===== config.mk =====
export PLATFORM = sky130hd
export DESIGN_NAME = mips_16_run_ctrl_flat
export DESIGN_NICKNAME = d
export VERILOG_FILES = /design/src/rtl/mips_16_run_ctrl_if.sv /design/src/rtl/mips_16_run_ctrl.sv /design/src/flat_wrapper.sv
export SDC_FILE = /design/constraint.sdc
export NUM_CORES = 1
export LEC_CHECK = 0
export BUFFER_PORTS_ARGS = -buffer_cell sky130_fd_sc_hd__buf_2
export CORE_AREA = 2 2 87 89
export CTS_BUF_LIST = sky130_fd_sc_hd__clkbuf_4 sky130_fd_sc_hd__clkbuf_8
export CTS_CLUSTER_SIZE = 10
export DETAILED_ROUTE_END_ITERATION = 12
export DIE_AREA = 0 0 89 91
export PLACE_DENSITY_LB_ADDON = 0.08
export SYNTH_ARGS = -nofsm -noshare
export SYNTH_HDL_FRONTEND = slang
export SYNTH_SLANG_ARGS = --single-unit

===== constraint.sdc =====
create_clock -name i_clk -period 6.8 [get_ports i_clk]
set_clock_uncertainty 0.05 [all_clocks]
set_input_delay 1.36 -clock i_clk [delete_from_list [all_inputs] [get_ports i_clk]]
set_output_delay 1.36 -clock i_clk [all_outputs]
set_load 0.02 [all_outputs]

===== src/rtl/mips_16_run_ctrl_if.sv =====
// Program-load stream and instruction-ROM write port of the mips_16 boot/run sequencer.
// The controller is the slave of the load stream and drives the ROM write strobe.
interface mips_16_run_ctrl_if #(
  parameter int PC_WIDTH    = 8,
  parameter int INSTR_WIDTH = 16
);
  logic                   load_valid;
  logic                   load_ready;
  logic [INSTR_WIDTH-1:0] load_data;
  logic                   load_last;
  logic                   imem_we;
  logic [PC_WIDTH-1:0]    imem_addr;
  logic [INSTR_WIDTH-1:0] imem_wdata;

  modport master (
    output load_valid, load_data, load_last,
    input  load_ready, imem_we, imem_addr, imem_wdata
  );

  modport slave (
    input  load_valid, load_data, load_last,
    output load_ready, imem_we, imem_addr, imem_wdata
  );
endinterface


===== src/rtl/mips_16_run_ctrl.sv =====
// Boot/run sequencer for mips_16_core_top: streams a program into the instruction ROM,
// holds the core in reset while loading, then runs it until a PC halt or a cycle limit.
module mips_16_run_ctrl #(
  parameter int PC_WIDTH    = 8,
  parameter int INSTR_WIDTH = 16,
  parameter int RST_CYCLES  = 2,
  parameter int HALT_WINDOW = 4,
  parameter int CNT_WIDTH   = 16
) (
  input  logic                 i_clk,
  input  logic                 i_rst,
  input  logic                 i_start,
  input  logic                 i_abort,
  mips_16_run_ctrl_if.slave    bus,
  output logic                 o_core_rst,
  output logic                 o_core_hold,
  input  logic [PC_WIDTH-1:0]  i_core_pc,
  input  logic [CNT_WIDTH-1:0] i_run_limit,
  output logic                 o_busy,
  output logic                 o_done,
  output logic                 o_halted,
  output logic                 o_timeout,
  output logic [PC_WIDTH:0]    o_word_count,
  output logic [CNT_WIDTH-1:0] o_cycle_count
);

  localparam logic [2:0] S_IDLE  = 3'd0;
  localparam logic [2:0] S_LOAD  = 3'd1;
  localparam logic [2:0] S_RESET = 3'd2;
  localparam logic [2:0] S_RUN   = 3'd3;
  localparam logic [2:0] S_DONE  = 3'd4;

  localparam int RW = (RST_CYCLES > 1) ? $clog2(RST_CYCLES) : 1;
  localparam int HW = $clog2(HALT_WINDOW);

  logic [2:0]             r_state;
  logic [PC_WIDTH-1:0]    r_ptr;
  logic [PC_WIDTH:0]      r_word_cnt;
  logic [CNT_WIDTH-1:0]   r_cycle_cnt;
  logic [CNT_WIDTH-1:0]   r_limit;
  logic [RW-1:0]          r_rst_cnt;
  logic [PC_WIDTH-1:0]    r_pc;
  logic [HW-1:0]          r_eq_cnt;
  logic                   r_first;
  logic                   r_halted;
  logic                   r_timeout;

  logic                   w_accept;
  logic                   w_full;
  logic                   w_rst_end;
  logic [CNT_WIDTH-1:0]   w_cnt_next;
  logic                   w_pc_same;
  logic [HW-1:0]          w_eq_next;
  logic                   w_halt;
  logic                   w_tmo;

  always_comb begin
    w_accept   = (r_state == S_LOAD) && bus.load_valid;
    w_full     = (r_ptr == '1);
    w_rst_end  = (r_rst_cnt == RW'(RST_CYCLES - 1));
    w_cnt_next = (r_cycle_cnt == '1) ? r_cycle_cnt : r_cycle_cnt + CNT_WIDTH'(1);
    // The first RUN cycle has no previous PC to compare against.
    w_pc_same  = !r_first && (i_core_pc == r_pc);
    w_eq_next  = w_pc_same ? r_eq_cnt + HW'(1) : '0;
    w_halt     = (r_state == S_RUN) && w_pc_same && (w_eq_next == HW'(HALT_WINDOW - 1));
    w_tmo      = (r_state == S_RUN) && (r_limit != '0) && (w_cnt_next == r_limit);
  end

  always_ff @(posedge i_clk) begin
    if (i_rst) begin
      r_state     <= S_IDLE;
      r_ptr       <= '0;
      r_word_cnt  <= '0;
      r_cycle_cnt <= '0;
      r_limit     <= '0;
      r_rst_cnt   <= '0;
      r_pc        <= '0;
      r_eq_cnt    <= '0;
      r_first     <= 1'b1;
      r_halted    <= 1'b0;
      r_timeout   <= 1'b0;
    end else if (i_abort) begin
      r_state <= S_IDLE;
    end else begin
      case (r_state)
        S_IDLE, S_DONE: begin
          if (i_start) begin
            r_state     <= S_LOAD;
            r_ptr       <= '0;
            r_word_cnt  <= '0;
            r_cycle_cnt <= '0;
            r_halted    <= 1'b0;
            r_timeout   <= 1'b0;
          end
        end
        S_LOAD: begin
          if (w_accept) begin
            r_ptr      <= r_ptr + PC_WIDTH'(1);
            r_word_cnt <= r_word_cnt + (PC_WIDTH+1)'(1);
            if (bus.load_last || w_full) begin
              r_state   <= S_RESET;
              r_rst_cnt <= '0;
            end
          end
        end
        S_RESET: begin
          if (w_rst_end) begin
            r_state     <= S_RUN;
            r_limit     <= i_run_limit;
            r_cycle_cnt <= '0;
            r_first     <= 1'b1;
            r_eq_cnt    <= '0;
          end else begin
            r_rst_cnt <= r_rst_cnt + RW'(1);
          end
        end
        S_RUN: begin
          r_cycle_cnt <= w_cnt_next;
          r_pc        <= i_core_pc;
          r_first     <= 1'b0;
          r_eq_cnt    <= w_eq_next;
          // Halt detection wins when both end conditions land on the same cycle.
          if (w_halt) begin
            r_state  <= S_DONE;
            r_halted <= 1'b1;
          end else if (w_tmo) begin
            r_state   <= S_DONE;
            r_timeout <= 1'b1;
          end
        end
        default: r_state <= S_IDLE;
      endcase
    end
  end

  always_comb begin
    o_core_rst     = (r_state == S_IDLE) || (r_state == S_LOAD) || (r_state == S_RESET);
    o_core_hold    = (r_state == S_DONE);
    o_busy         = (r_state == S_LOAD) || (r_state == S_RESET) || (r_state == S_RUN);
    o_done         = (r_state == S_DONE);
    o_halted       = r_halted;
    o_timeout      = r_timeout;
    o_word_count   = r_word_cnt;
    o_cycle_count  = r_cycle_cnt;
    bus.load_ready = (r_state == S_LOAD);
    bus.imem_we    = w_accept;
    bus.imem_addr  = r_ptr;
    bus.imem_wdata = bus.load_data;
  end

endmodule

===== src/flat_wrapper.sv =====
// flat-port wrapper written by rule: the top's interface ports become plain ports
module mips_16_run_ctrl_flat 
#(
  parameter int PC_WIDTH    = 8,
  parameter int INSTR_WIDTH = 16,
  parameter int RST_CYCLES  = 2,
  parameter int HALT_WINDOW = 4,
  parameter int CNT_WIDTH   = 16
)
  (i_clk, i_rst, i_start, i_abort, o_core_rst, o_core_hold, i_core_pc, i_run_limit, o_busy, o_done, o_halted, o_timeout, o_word_count, o_cycle_count, bus_load_valid, bus_load_data, bus_load_last, bus_load_ready, bus_imem_we, bus_imem_addr, bus_imem_wdata);
  mips_16_run_ctrl_if #(.PC_WIDTH(PC_WIDTH), .INSTR_WIDTH(INSTR_WIDTH)) bus_i ();
  input  logic i_clk;
  input  logic i_rst;
  input  logic i_start;
  input  logic i_abort;
  output logic o_core_rst;
  output logic o_core_hold;
  input  logic [PC_WIDTH-1:0] i_core_pc;
  input  logic [CNT_WIDTH-1:0] i_run_limit;
  output logic o_busy;
  output logic o_done;
  output logic o_halted;
  output logic o_timeout;
  output logic [PC_WIDTH:0] o_word_count;
  output logic [CNT_WIDTH-1:0] o_cycle_count;
  input wire logic [$bits(bus_i.load_valid)-1:0] bus_load_valid;
  input wire logic [$bits(bus_i.load_data)-1:0] bus_load_data;
  input wire logic [$bits(bus_i.load_last)-1:0] bus_load_last;
  output wire logic [$bits(bus_i.load_ready)-1:0] bus_load_ready;
  output wire logic [$bits(bus_i.imem_we)-1:0] bus_imem_we;
  output wire logic [$bits(bus_i.imem_addr)-1:0] bus_imem_addr;
  output wire logic [$bits(bus_i.imem_wdata)-1:0] bus_imem_wdata;
  assign bus_i.load_valid = bus_load_valid;
  assign bus_i.load_data = bus_load_data;
  assign bus_i.load_last = bus_load_last;
  assign bus_load_ready = bus_i.load_ready;
  assign bus_imem_we = bus_i.imem_we;
  assign bus_imem_addr = bus_i.imem_addr;
  assign bus_imem_wdata = bus_i.imem_wdata;
  mips_16_run_ctrl #(.PC_WIDTH(PC_WIDTH), .INSTR_WIDTH(INSTR_WIDTH), .RST_CYCLES(RST_CYCLES), .HALT_WINDOW(HALT_WINDOW), .CNT_WIDTH(CNT_WIDTH)) u_core (.i_clk(i_clk), .i_rst(i_rst), .i_start(i_start), .i_abort(i_abort), .bus(bus_i), .o_core_rst(o_core_rst), .o_core_hold(o_core_hold), .i_core_pc(i_core_pc), .i_run_limit(i_run_limit), .o_busy(o_busy), .o_done(o_done), .o_halted(o_halted), .o_timeout(o_timeout), .o_word_count(o_word_count), .o_cycle_count(o_cycle_count));
endmodule

After elaboration in Yosys (flattened, before gate mapping)
Index checks and enable logic that the tools add are counted.
Widths: inputs -> output; s select.
- mux-type cells: 32
- add/subtract/negate cells: 5
- bitwise logic cells: 1
- reduce and logical (&&, ||, !) cells: 30
- eq/ne operators: 17
- operator list (cell ; number):
    $mux 16 ; 3
    $pmux 16 s3 ; 1
    $mux 3 ; 6
    $mux 9 ; 2
    $pmux 9 s2 ; 1
    $add 16x1->16 const B ; 1
    $eq 16x16->1 ; 1
    $eq 16x16->1 const B ; 1
    $mux 8 ; 2
    $pmux 8 s2 ; 1
    $reduce_and 4->1 ; 4
    $reduce_bool 16->1 ; 1
    $pmux 3 s4 ; 1
    $ne 2x1->1 const B ; 5
    $reduce_and 5->1 ; 2
    $add 9x1->9 const B ; 1
    $add 8x1->8 const B ; 1
    $eq 8x8->1 ; 1
    $eq 8x8->1 const B ; 1
    $mux 1 ; 8
    $pmux 1 s2 ; 4
    $reduce_bool 2->1 ; 4
    $eq 3x2->1 const B ; 2
    $logic_and 1x1->1 ; 6
    17 further kinds ; 25
- output and inout bits: 57
- bits in registers: 66
- word-level logic and storage cells: 96

Depth between registers and ports, before layout
Gate-level depths: netlist of the first run.
- depth after elaboration: 7
- gate-level depth with buffers: 10

Worst setup path after synthesis of the first run
OpenSTA, ideal clock, no wires.
- path kind: input-to-output
- start point: in bus_load_valid
- end point: out bus_imem_we
- setup slack: 3.710 ns
- data arrival time: 1.680 ns
- data required time: 5.390 ns
- stages: 2
- cells stage by stage: nand4bb_1 inv_1
- word-level cells in the longest chain between the ends: 1
- ends and longest elaborated chain (item ; line ; source):
    from (decl) ; flat_wrapper.sv:26 ; input wire logic [$bits(bus_i.load_valid)-1:0] bus_load_valid;
    $logic_and 1x1->1 ; mips_16_run_ctrl.sv:58 ; w_accept = (r_state == S_LOAD) && bus.load_valid;
    to (decl) ; flat_wrapper.sv:30 ; output wire logic [$bits(bus_i.imem_we)-1:0] bus_imem_we;
No other way between the ends.

Worst setup path after layout of the first run
Same ends and word-level chain as after synthesis.

==> results.sh, run 1 <==
export IMPL_synthDistinctLibCells=62
export IMPL_h_tree_depth=3
export IMPL_dieArea_um2=8100
export IMPL_via_count=3713
export IMPL_tns_ps=0
export IMPL_synth_ff_type="dfxtp_1"
export IMPL_core_area_um2=7140
export IMPL_seq_area_um2=1320
export IMPL_slew_headroom_pct=27.2
export IMPL_ys_async_sr_fraction_pct=0
export IMPL_hold_viol=0
export IMPL_synthXorXnorAreaFrac_pct=8.41
export IMPL_final_cell_mix="nand2_1 (78), buf_2 (70), dfxtp_1 (66), a21oi_1 (55), nor2_1 (50)"
export IMPL_cp_end_kind="output port"
export IMPL_nets=590
export IMPL_max_cap_violations=0
export IMPL_placedCellCount=629
export IMPL_criticalPathCategory="in -> out"
export IMPL_layout_commonest_cell="nand2_1"
export IMPL_vdd_drop_max_mv=0.125
export IMPL_dr_pass1_iters=5
export IMPL_ys_warn_count=0
export IMPL_cts_root_buffer="clkbuf_8"
export IMPL_cts_hold_fix_buffers=0
export IMPL_synthSimpleGateAreaFrac_pct=30.2
export IMPL_die_h_um=91
export IMPL_post_synth_top_area_cell="dfxtp_1"
export IMPL_num_io_pins=103
export IMPL_postRouteAntennaNets=0
export IMPL_status="finished, final reports clean"
export IMPL_multi_input_area_um2=2240
export IMPL_clock_path_buffers=2
export IMPL_netlist_top_cells_area="dfxtp_1 (34%), nand2_1 (7.6%), a21oi_1 (7.1%), nor2_1 (4.9%), xor2_1 (4.5%)"
export IMPL_cts_resized_gates=0
export IMPL_fmax_mhz=306
export IMPL_drt_first_iter_violations=173
export IMPL_hold_class="reg -> reg"
export IMPL_start_util_pct=54.0
export IMPL_die_x_um=89
export IMPL_wl_per_cell_um=14.9
export IMPL_grt_max_degree=52
export IMPL_synth_edf_count=0
export IMPL_pre_cts_ws_ps=3440
export IMPL_drc_errors=0
export IMPL_synth_area_um2=3850
export IMPL_gp_congestion=0.864
export IMPL_period_needed_ps=3260
export IMPL_final_cells=644
export IMPL_post_cts_setup_buffers=0
export IMPL_power_uw=763
export IMPL_muxShareOfSynthArea_pct=0.520
export IMPL_clk_latency_ps=350
export IMPL_cts_tree="built"
export IMPL_layout_filler_cells=698
export IMPL_synth_nets=554
export IMPL_synth_top_family_by_area="simple AND/OR/NAND/NOR gates"
export IMPL_diodes=0
export IMPL_routed_wl_um=9580
export IMPL_setup_violations_final=0
export IMPL_antenna_found_initial=0
export IMPL_tightestPinTransition_ps=1090
export IMPL_rsz0062_at_grt="no"
export IMPL_required_ps=5390
export IMPL_postSynthCellCount=505
export IMPL_area_growth_pct=11.3
export IMPL_slew_viol_final=0
export IMPL_dp_final_hpwl_um=6760
export IMPL_overflow=0
export IMPL_cts_sinks=66
export IMPL_fin_crit_sh_pct=48.0
export IMPL_synth_area_per_cell_um2=7.63
export IMPL_finish_instance_area_um2=4290
export IMPL_grt_pass1_wl_um=15600
export IMPL_start_kind="primary input"
export IMPL_worstPathArrival_ps=1850
export IMPL_cp_max_fo=4
export IMPL_portBuffers=70
export IMPL_synth_seq_cells=66
export IMPL_clkTransAtPathRegs_ps=60
export IMPL_grt_pass1_vias=3355
export IMPL_synth_compound_area_share_pct=18.1
export IMPL_p_leak_nw=1.61
export IMPL_drive_gt1_share_pct=18.7
export IMPL_ys_seq_area_share_pct=34.3
export IMPL_synth_top_area_share_pct=34.3
export IMPL_p_per_area_nw_per_um2=178
export IMPL_numCtsBuffers=9
export IMPL_fin_ws_ps=3540
export IMPL_viasPerCell=5.77
export IMPL_grt_use_total_pct=24.0
export IMPL_synthAdderAreaFrac_pct=0.975
export IMPL_placed_area_um2=4090
export IMPL_fp_row_count=31
[synth_stat cells, types with 3 or more instances]
library cell,instances
a211oi_1,5
a21oi_1,55
a31oi_1,3
and2_1,3
and3_1,9
and4_1,3
buf_2,11
buf_4,17
clkbuf_1,20
dfxtp_1,66
ha_1,3
inv_1,8
nand2_1,78
nand2b_1,5
nand3_1,16
nand4_1,15
nor2_1,50
nor2b_1,3
nor3_1,13
nor3b_1,3
nor4_1,9
nor4_2,3
o21ai_0,20
or3_1,4
xnor2_1,17
xor2_1,20
[path summary, 6_finish.rpt]
kind / start / to / slack (ps) / cells after the start
hold reg to reg: u_core.r_pc[5] / u_core.r_pc[5] / 420 / 2
hold / removal: u_core.r_pc[5] / u_core.r_pc[5] / 420 / 2
setup reg to reg: u_core.o_cycle_count[0] / u_core.o_timeout / 3900 / 9
setup / recovery: bus_load_valid / bus_imem_we / 3540 / 4
[registers in the layout (all words and copies together) (netlist names)]
| register | cells |
|---|---|
| u_core.o_halted | 1 |
| u_core.o_word_count | 9 |
| u_core.r_state | 3 |
| u_core.r_first | 1 |
| u_core.r_pc | 8 |
| u_core.o_cycle_count | 16 |
| u_core.o_timeout | 1 |
| u_core.r_eq_cnt | 2 |
| u_core.r_rst_cnt | 1 |
| u_core.r_limit | 16 |
| u_core.bus.imem_addr | 8 |
[cell families (layout without fill, tap and decap cells)]
kind of cell | after synthesis | count (layout)
AND/OR/NAND/NOR | 229 | 229
AO/OA/AOI/OAI | 112 | 112
flip-flops | 66 | 66
buffers and inverters | 56 | 96
XOR/XNOR | 37 | 37
adder cells (fa/ha/maj) | 3 | 3
multiplexers | 2 | 2
[layer usage]
layer	vias to the layer above	part of all wire (%)	track usage, %
li1	1843	-	-
met1	1726	48	34.6
met2	124	43	35.3
met3	20	7.2	4.45
met4	0	1.4	9.33
met5	-	0	0
[report_power, final]
| part | leakage, nW | switching (mW) | internal [mW] |
|---|---|---|---|
| sequential | 0.532 | 0.00172 | 0.387 |
| combinational | 0.981 | 0.0219 | 0.0133 |
| clock | 0.0992 | 0.157 | 0.182 |
| total | 1.61 | 0.181 | 0.583 |
[stage by stage]
step,hold slack (ps),util (%)
after detailed placement,409,57.3
after floorplan,398,-
after global placement,406,57.3
final,418,60.1
after global routing,447,60.1
after CTS,418,60.1
[layout make-up]
type	instances	share of cell area (%)
multi-input cells	383	52.3
flip-flops and latches	66	30.8
repair buffers	73	8.70
clock buffers	11	3.39
well taps	99	2.89
clock inverters	4	1.20
inverters	8	0.701
[worst max-delay path: stages]
cell and delay [ps]:
buf_2 90, nand4bb_1 160, inv_1 80, buf_2 160
(Power assumes the default switching activity.)
==> run 2: changes to the inputs <==
--- a/config.mk
+++ b/config.mk
@@ -5,12 +5,13 @@
 export SDC_FILE = /design/constraint.sdc
 export NUM_CORES = 1
 export LEC_CHECK = 0
+export ABC_AREA = 1
 export BUFFER_PORTS_ARGS = -buffer_cell sky130_fd_sc_hd__buf_2
-export CORE_AREA = 2 2 87 89
+export CORE_AREA = 2 2 90 92
 export CTS_BUF_LIST = sky130_fd_sc_hd__clkbuf_4 sky130_fd_sc_hd__clkbuf_8
 export CTS_CLUSTER_SIZE = 10
 export DETAILED_ROUTE_END_ITERATION = 12
-export DIE_AREA = 0 0 89 91
+export DIE_AREA = 0 0 92 94
 export PLACE_DENSITY_LB_ADDON = 0.08
 export SYNTH_ARGS = -nofsm -noshare
 export SYNTH_HDL_FRONTEND = slang
==> constraint.sdc (replaced) <==
create_clock -name i_clk -period 2.9 [get_ports i_clk]
set_clock_uncertainty 0.05 [all_clocks]
set_input_delay 0.58 -clock i_clk [delete_from_list [all_inputs] [get_ports i_clk]]
set_output_delay 0.58 -clock i_clk [all_outputs]
set_load 0.02 [all_outputs]
==> run 2 against run 1 <==
Worst setup slack lost 3100 ps. Combinational power rose to 3.8 times the previous value. Global-route usage shrank 2.0 points. Final area is 1.9% lower. Area after synthesis decreased by 4.1%. Die area grew 6.8%. Critical path depth is 12 higher. Register-to-register slack worse by 3400 ps. Core utilization shrank 4.8 points. First-iteration DRC count down 30%.
==> results.sh, run 2 <==
export IMPL_status="finished, final reports clean"
export IMPL_postSynthCellCount=564
export IMPL_core_area_um2=7610
export IMPL_gp_congestion=0.917
export IMPL_cts_hold_fix_buffers=0
export IMPL_ys_async_sr_fraction_pct=0
export IMPL_clock_path_buffers=2
export IMPL_r2r_slack_ps=480
export IMPL_power_switching_uw=460
export IMPL_holdPathEnd="u_core.o_word_count[8]"
export IMPL_seq_area_um2=1320
export IMPL_die_h_um=94
export IMPL_tightestPinTransition_ps=711
export IMPL_postRouteAntennaNets=0
export IMPL_synth_area_um2=3690
export IMPL_diodes=0
export IMPL_worstPathArrival_ps=2610
export IMPL_portBuffers=70
export IMPL_p_per_area_nw_per_um2=445
export IMPL_drc_errors=0
export IMPL_switching_share_pct=24.6
export IMPL_cts_tree="built"
export IMPL_fp_row_count=32
export IMPL_cts_resized_gates=0
export IMPL_synthDistinctLibCells=35
export IMPL_grt_use_total_pct=22.0
export IMPL_p_int_mw=1.41
export IMPL_viasPerCell=5.08
export IMPL_num_io_pins=103
export IMPL_p_clk_share_pct=43.7
export IMPL_antenna_found_initial=0
export IMPL_timing_rr_end="u_core.r_state[2]"
export IMPL_netlist_top_cells_area="dfxtp_1 (36%), nand2_1 (12%), a21oi_1 (8.0%), nor2_1 (6.8%), inv_1 (6.3%)"
export IMPL_area_growth_pct=13.9
export IMPL_overflow=0
export IMPL_required_ps=3090
export IMPL_multi_input_area_um2=1930
export IMPL_setup_violations_final=0
export IMPL_post_synth_top_area_cell="dfxtp_1"
export IMPL_hp_start="u_core.o_word_count[8]"
export IMPL_dieArea_um2=8650
export IMPL_slew_viol_final=0
export IMPL_p_leak_nw=1.82
export IMPL_vdd_drop_max_mv=0.296
export IMPL_r2r_cells=16
export IMPL_fin_crit_sh_pct=83.6
export IMPL_yosys_top_cells_count="nand2_1 (123), nor2_1 (67), dfxtp_1 (66)"
export IMPL_synth_area_per_cell_um2=6.55
export IMPL_drive_gt1_share_pct=17.9
export IMPL_p_comb_share_pct=7.2
export IMPL_routed_wl_um=9290
export IMPL_start_util_pct=48.6
export IMPL_drt_first_iter_violations=121
export IMPL_grt_pass1_wl_um=15300
export IMPL_layout_commonest_cell="nand2_1"
export IMPL_hold_viol=0
export IMPL_ys_warn_count=0
export IMPL_hold_class="reg -> reg"
export IMPL_synth_ff_type="dfxtp_1"
export IMPL_cts_root_buffer="clkbuf_8"
export IMPL_grt_max_degree=31
export IMPL_period_needed_ps=2420
export IMPL_yosysMostFrequentCell="nand2_1"
export IMPL_max_cap_violations=0
export IMPL_h_tree_depth=3
export IMPL_holdPathStages=1
export IMPL_synth_edf_count=0
export IMPL_seqPwrFrac_pct=49.1
export IMPL_synth_seq_cells=66
export IMPL_wl_per_cell_um=12.8
export IMPL_cp_end_kind="flip-flop"
export IMPL_dp_final_hpwl_um=6970
export IMPL_cp_max_fo=14
export IMPL_post_cts_setup_buffers=0
export IMPL_timing_rr_start="u_core.o_cycle_count[1]"
export IMPL_clk_latency_ps=350
export IMPL_start_kind="flip-flop"
export IMPL_criticalPathCategory="reg -> reg"
export IMPL_synth_nets=613
export IMPL_nets=665
export IMPL_synth_top_area_share_pct=35.8
export IMPL_grt_pass1_vias=3343
export IMPL_tns_ps=0
export IMPL_fmax_mhz=413
export IMPL_slew_headroom_pct=52.5
export IMPL_ys_seq_area_share_pct=35.8
export IMPL_layout_filler_cells=796
export IMPL_clkTransAtPathRegs_ps=70
export IMPL_numCtsBuffers=9
export IMPL_hold_ws_ps=392
export IMPL_final_cell_mix="nand2_1 (123), buf_2 (70), nor2_1 (67), dfxtp_1 (66), inv_1 (62)"
export IMPL_via_count=3672
export IMPL_dr_pass1_iters=4
export IMPL_rsz0062_at_grt="no"
export IMPL_cts_sinks=66
export IMPL_die_x_um=92
[run 2: cell families after synthesis]
group | Yosys count | share of synthesized area [%]
buffers and inverters | 98 | 12.0
adder cells (fa/ha/maj) | 3 | 1.02
flip-flops | 66 | 35.8
AND/OR/NAND/NOR | 271 | 32.4
AO/OA/AOI/OAI | 115 | 16.3
XOR/XNOR | 11 | 2.61
[run 2: how the worst max path moves through the flow]
stage,start,end,slack (ps),depth (start not counted)
2_1_floorplan,u_core.o_cycle_count[1],u_core.r_state[2],660,16
3_3_place_gp,u_core.o_cycle_count[0],u_core.r_state[0],570,16
3_5_place_dp,u_core.o_cycle_count[1],u_core.r_state[2],510,15
4_1_cts,u_core.o_cycle_count[1],u_core.r_state[2],480,16
5_1_grt,u_core.o_cycle_count[1],u_core.r_state[2],260,15
6_report,u_core.o_cycle_count[1],u_core.r_state[2],480,16
[run 2: per-layer routing]
metal / part of all wire, % / wire length, µm / track usage (%) / vias to the layer above
li1: - / - / - / 1923
met1: 45 / 4160 / 26.5 / 1637
met2: 48 / 4450 / 38.1 / 96
met3: 5.4 / 500 / 5.46 / 16
met4: 1.9 / 173 / 7.96 / 0
met5: 0 / 0 / 0 / -
[run 2: layout make-up]
class,instances,area share [%]
multi-input combinational,400,45.9
sequential,66,31.4
timing repair buffer,72,8.69
inverter,67,5.98
clock buffer,12,3.78
tap,102,3.03
clock inverter,4,1.19
[run 2: metrics by stage]
stage | area (µm²) | power [mW] | worst slack, ps | instances | util, %
after floorplan | 3690 | 1.06 | 663 | 564 | -
after global placement | 4000 | 1.07 | 570 | 707 | 52.5
after detailed placement | 4000 | 1.07 | 507 | 707 | 52.5
after CTS | 4210 | 1.88 | 477 | 723 | 55.3
after global routing | 4210 | 1.94 | 261 | 723 | 55.3
final | 4210 | 1.87 | 476 | 723 | 55.3
[run 2: critical path, stage by stage (launching register included)]
cell and delay (ps):
dfxtp_1 410, ha_1 270, nand2_2 100, nor2_4 130, nand2_4 90, nor2_4 160, inv_2 140, nand2_1 140
o21ai_0 90, nor2_1 110, nand2_1 50, nor2_1 120, nand3_1 160, nand2_2 120, nand3_1 70, nand2_1 70
nor2_1 40
[run 2: power groups by stage]
| stage | combinational [mW] | clock [mW] | sequential (mW) |
|---|---|---|---|
| floorplan | 0.119 | 0 | 0.938 |
| global placement | 0.133 | 0 | 0.938 |
| detailed placement | 0.135 | 0 | 0.938 |
| CTS | 0.135 | 0.829 | 0.917 |
| global route | 0.153 | 0.866 | 0.918 |
| finish | 0.134 | 0.818 | 0.918 |
==> run 3: changes to the inputs <==
==> constraint.sdc (replaced) <==
create_clock -name i_clk -period 2.18 [get_ports i_clk]
set_clock_uncertainty 0.05 [all_clocks]
set_input_delay 0.436 -clock i_clk [delete_from_list [all_inputs] [get_ports i_clk]]
set_output_delay 0.436 -clock i_clk [all_outputs]
set_load 0.02 [all_outputs]
==> run 3 against run 2 <==
Critical endpoint is now u_core.r_state[0]. Sequential share of layout area shrank 2.2 points. Critical path depth decreased by 1. Hold slack got worse by 130 ps. Total power is 39% higher. Combinational power increased by 51%. Routed wire length grew 3.5%. Via count increased by 4.9%. The run now ends with setup timing left.
==> results.sh, run 3 (same netlist as run 2, synthesis figures left out) <==
export IMPL_grt_pass1_vias=3441
export IMPL_cts_tree="built"
export IMPL_postRouteAntennaNets=0
export IMPL_h_tree_depth=3
export IMPL_cts_sinks=66
export IMPL_p_clk_share_pct=45.2
export IMPL_fmax_mhz=457
export IMPL_fp_row_count=32
export IMPL_layout_commonest_cell="nand2_1"
export IMPL_grt_max_degree=31
export IMPL_drc_errors=0
export IMPL_vdd_drop_max_mv=0.305
export IMPL_holdPathStages=3
export IMPL_tightestPinTransition_ps=375
export IMPL_viasPerCell=5.12
export IMPL_dr_pass1_iters=4
export IMPL_hold_ws_ps=264
export IMPL_max_cap_violations=0
export IMPL_die_x_um=92
export IMPL_layout_filler_cells=749
export IMPL_hold_viol=0
export IMPL_placedCellCount=735
export IMPL_criticalPathCategory="reg -> reg"
export IMPL_cp_max_fo=5
export IMPL_num_io_pins=103
export IMPL_overflow=0
export IMPL_area_growth_pct=24.2
export IMPL_critPathLaunch="u_core.o_cycle_count[1]"
export IMPL_clkTransAtPathRegs_ps=70
export IMPL_final_cells=752
export IMPL_p_int_mw=2.02
export IMPL_fin_crit_sh_pct=100
export IMPL_clock_path_buffers=2
export IMPL_cp_buffers_inverters=1
export IMPL_grt_pass1_wl_um=15500
export IMPL_cp_depth=15
export IMPL_nets=695
export IMPL_core_area_um2=7610
export IMPL_dp_final_hpwl_um=7270
export IMPL_slowest_stage="dfxtp_4"
export IMPL_die_h_um=94
export IMPL_path_delay_family="simple AND/OR/NAND/NOR gates"
export IMPL_portBuffers=70
export IMPL_drt_first_iter_violations=163
export IMPL_fin_ws_ps=-7.82
export IMPL_final_cell_mix="nand2_1 (120), buf_2 (70), nor2_1 (63), inv_1 (62), a21oi_1 (59)"
export IMPL_cts_root_buffer="clkbuf_8"
export IMPL_seqPwrFrac_pct=47.0
export IMPL_critPathMaxStageDelay_ps=370
export IMPL_cpMostUsedCell="nand2_4"
export IMPL_routed_wl_um=9610
export IMPL_violations="setup timing"
export IMPL_numCtsBuffers=9
export IMPL_antenna_found_initial=0
export IMPL_start_util_pct=48.6
export IMPL_power_switching_uw=578
export IMPL_start_kind="flip-flop"
export IMPL_p_comb_share_pct=7.8
export IMPL_period_needed_ps=2190
export IMPL_r2r_cells=15
export IMPL_power_mw=2.59
export IMPL_path_cells="ha_4 -> nand2_4 -> nor2_4 -> nand2_4 -> buf_4 -> xor2_1 -> nand3_1 -> nand2_1 -> nand3_1 -> nor2_1 -> nand3_2 -> nand2_4 -> nand3_2 -> nand2_1 -> nor2_1"
export IMPL_timing_rr_start="u_core.o_cycle_count[1]"
export IMPL_p_per_area_nw_per_um2=565
export IMPL_final_util_pct=60.3
export IMPL_hp_start="i_run_limit[0]"
export IMPL_via_count=3851
export IMPL_cp_end_kind="flip-flop"
export IMPL_wl_per_cell_um=12.8
export IMPL_p_leak_nw=2.05
export IMPL_gp_congestion=0.899
export IMPL_clk_latency_ps=340
export IMPL_grt_use_total_pct=22.4
export IMPL_dieArea_um2=8650
export IMPL_setup_violations_final=3
export IMPL_drive_gt1_share_pct=25.7
export IMPL_rsz0062_at_grt="yes"
export IMPL_required_ps=2370
export IMPL_slew_viol_final=0
export IMPL_status="finished with violations"
export IMPL_worstPathArrival_ps=2380
export IMPL_hold_class="in -> reg"
export IMPL_diodes=0
export IMPL_slew_headroom_pct=74.8
export IMPL_switching_share_pct=22.3
==> run 3: final timing paths <==
check                            to  slack (ps)
max reg2reg       u_core.r_state[0]          -8
max               u_core.r_state[0]          -8
min reg2reg  u_core.o_word_count[8]         390
min               u_core.r_limit[0]         260
==> run 3: area by class of cell <==
class | count | area (µm²) | area share (%)
tap | 102 | 128 | 2.78
sequential | 66 | 1340 | 29.2
inverter | 67 | 254 | 5.53
multi-input combinational | 400 | 2020 | 44.0
timing repair buffer | 102 | 619 | 13.5
clock inverter | 2 | 60.1 | 1.31
clock buffer | 13 | 166 | 3.62
==> run 3: per-stage QoR <==
step | TNS (ps) | setup WS, ps | instance area [µm²]
2_1_floorplan | 0 | 61.5 | 3700
3_3_place_gp | 0 | 24.8 | 4240
3_5_place_dp | -229 | -72.3 | 4240
4_1_cts | 0 | 1.78 | 4470
5_1_grt | -474 | -142 | 4590
6_report | -12.9 | -7.82 | 4590
==> run 3: power by group through the flow <==
stage	registers, mW	clock network, mW	logic [mW]
floorplan	1.25	0	0.158
global placement	1.25	0	0.190
detailed placement	1.25	0	0.191
CTS	1.22	1.20	0.192
global route	1.22	1.24	0.227
finish	1.22	1.17	0.202
==> run 3: worst reg2reg max path: cells and delay by family, from the launching register on <==
| kind | cells | cell delay, ps |
|---|---|---|
| buffers and inverters | 1 | 140 |
| AND/OR/NAND/NOR | 12 | 1160 |
| adder cells (fa/ha/maj) | 1 | 170 |
| flip-flops | 1 | 370 |
| XOR/XNOR | 1 | 210 |
==> run 3: metal layers <==
metal,up-vias,track usage [%],part of all wire [%]
met2,100,38.3,49
met5,-,0,0
met4,0,8.96,2.0
met1,1743,27.8,44
li1,1985,-,-
met3,23,4.33,5.1
==> run 3: repair_timing <==
action / 4_1_cts / 5_1_grt
hold endpoints to repair: 0 / 0
endpoints found under the setup margin: 4 / 7
gates resized for setup: 4 / 33
pin swaps: 0 / 14
hold buffers: 0 / 0
setup buffers: 0 / 2
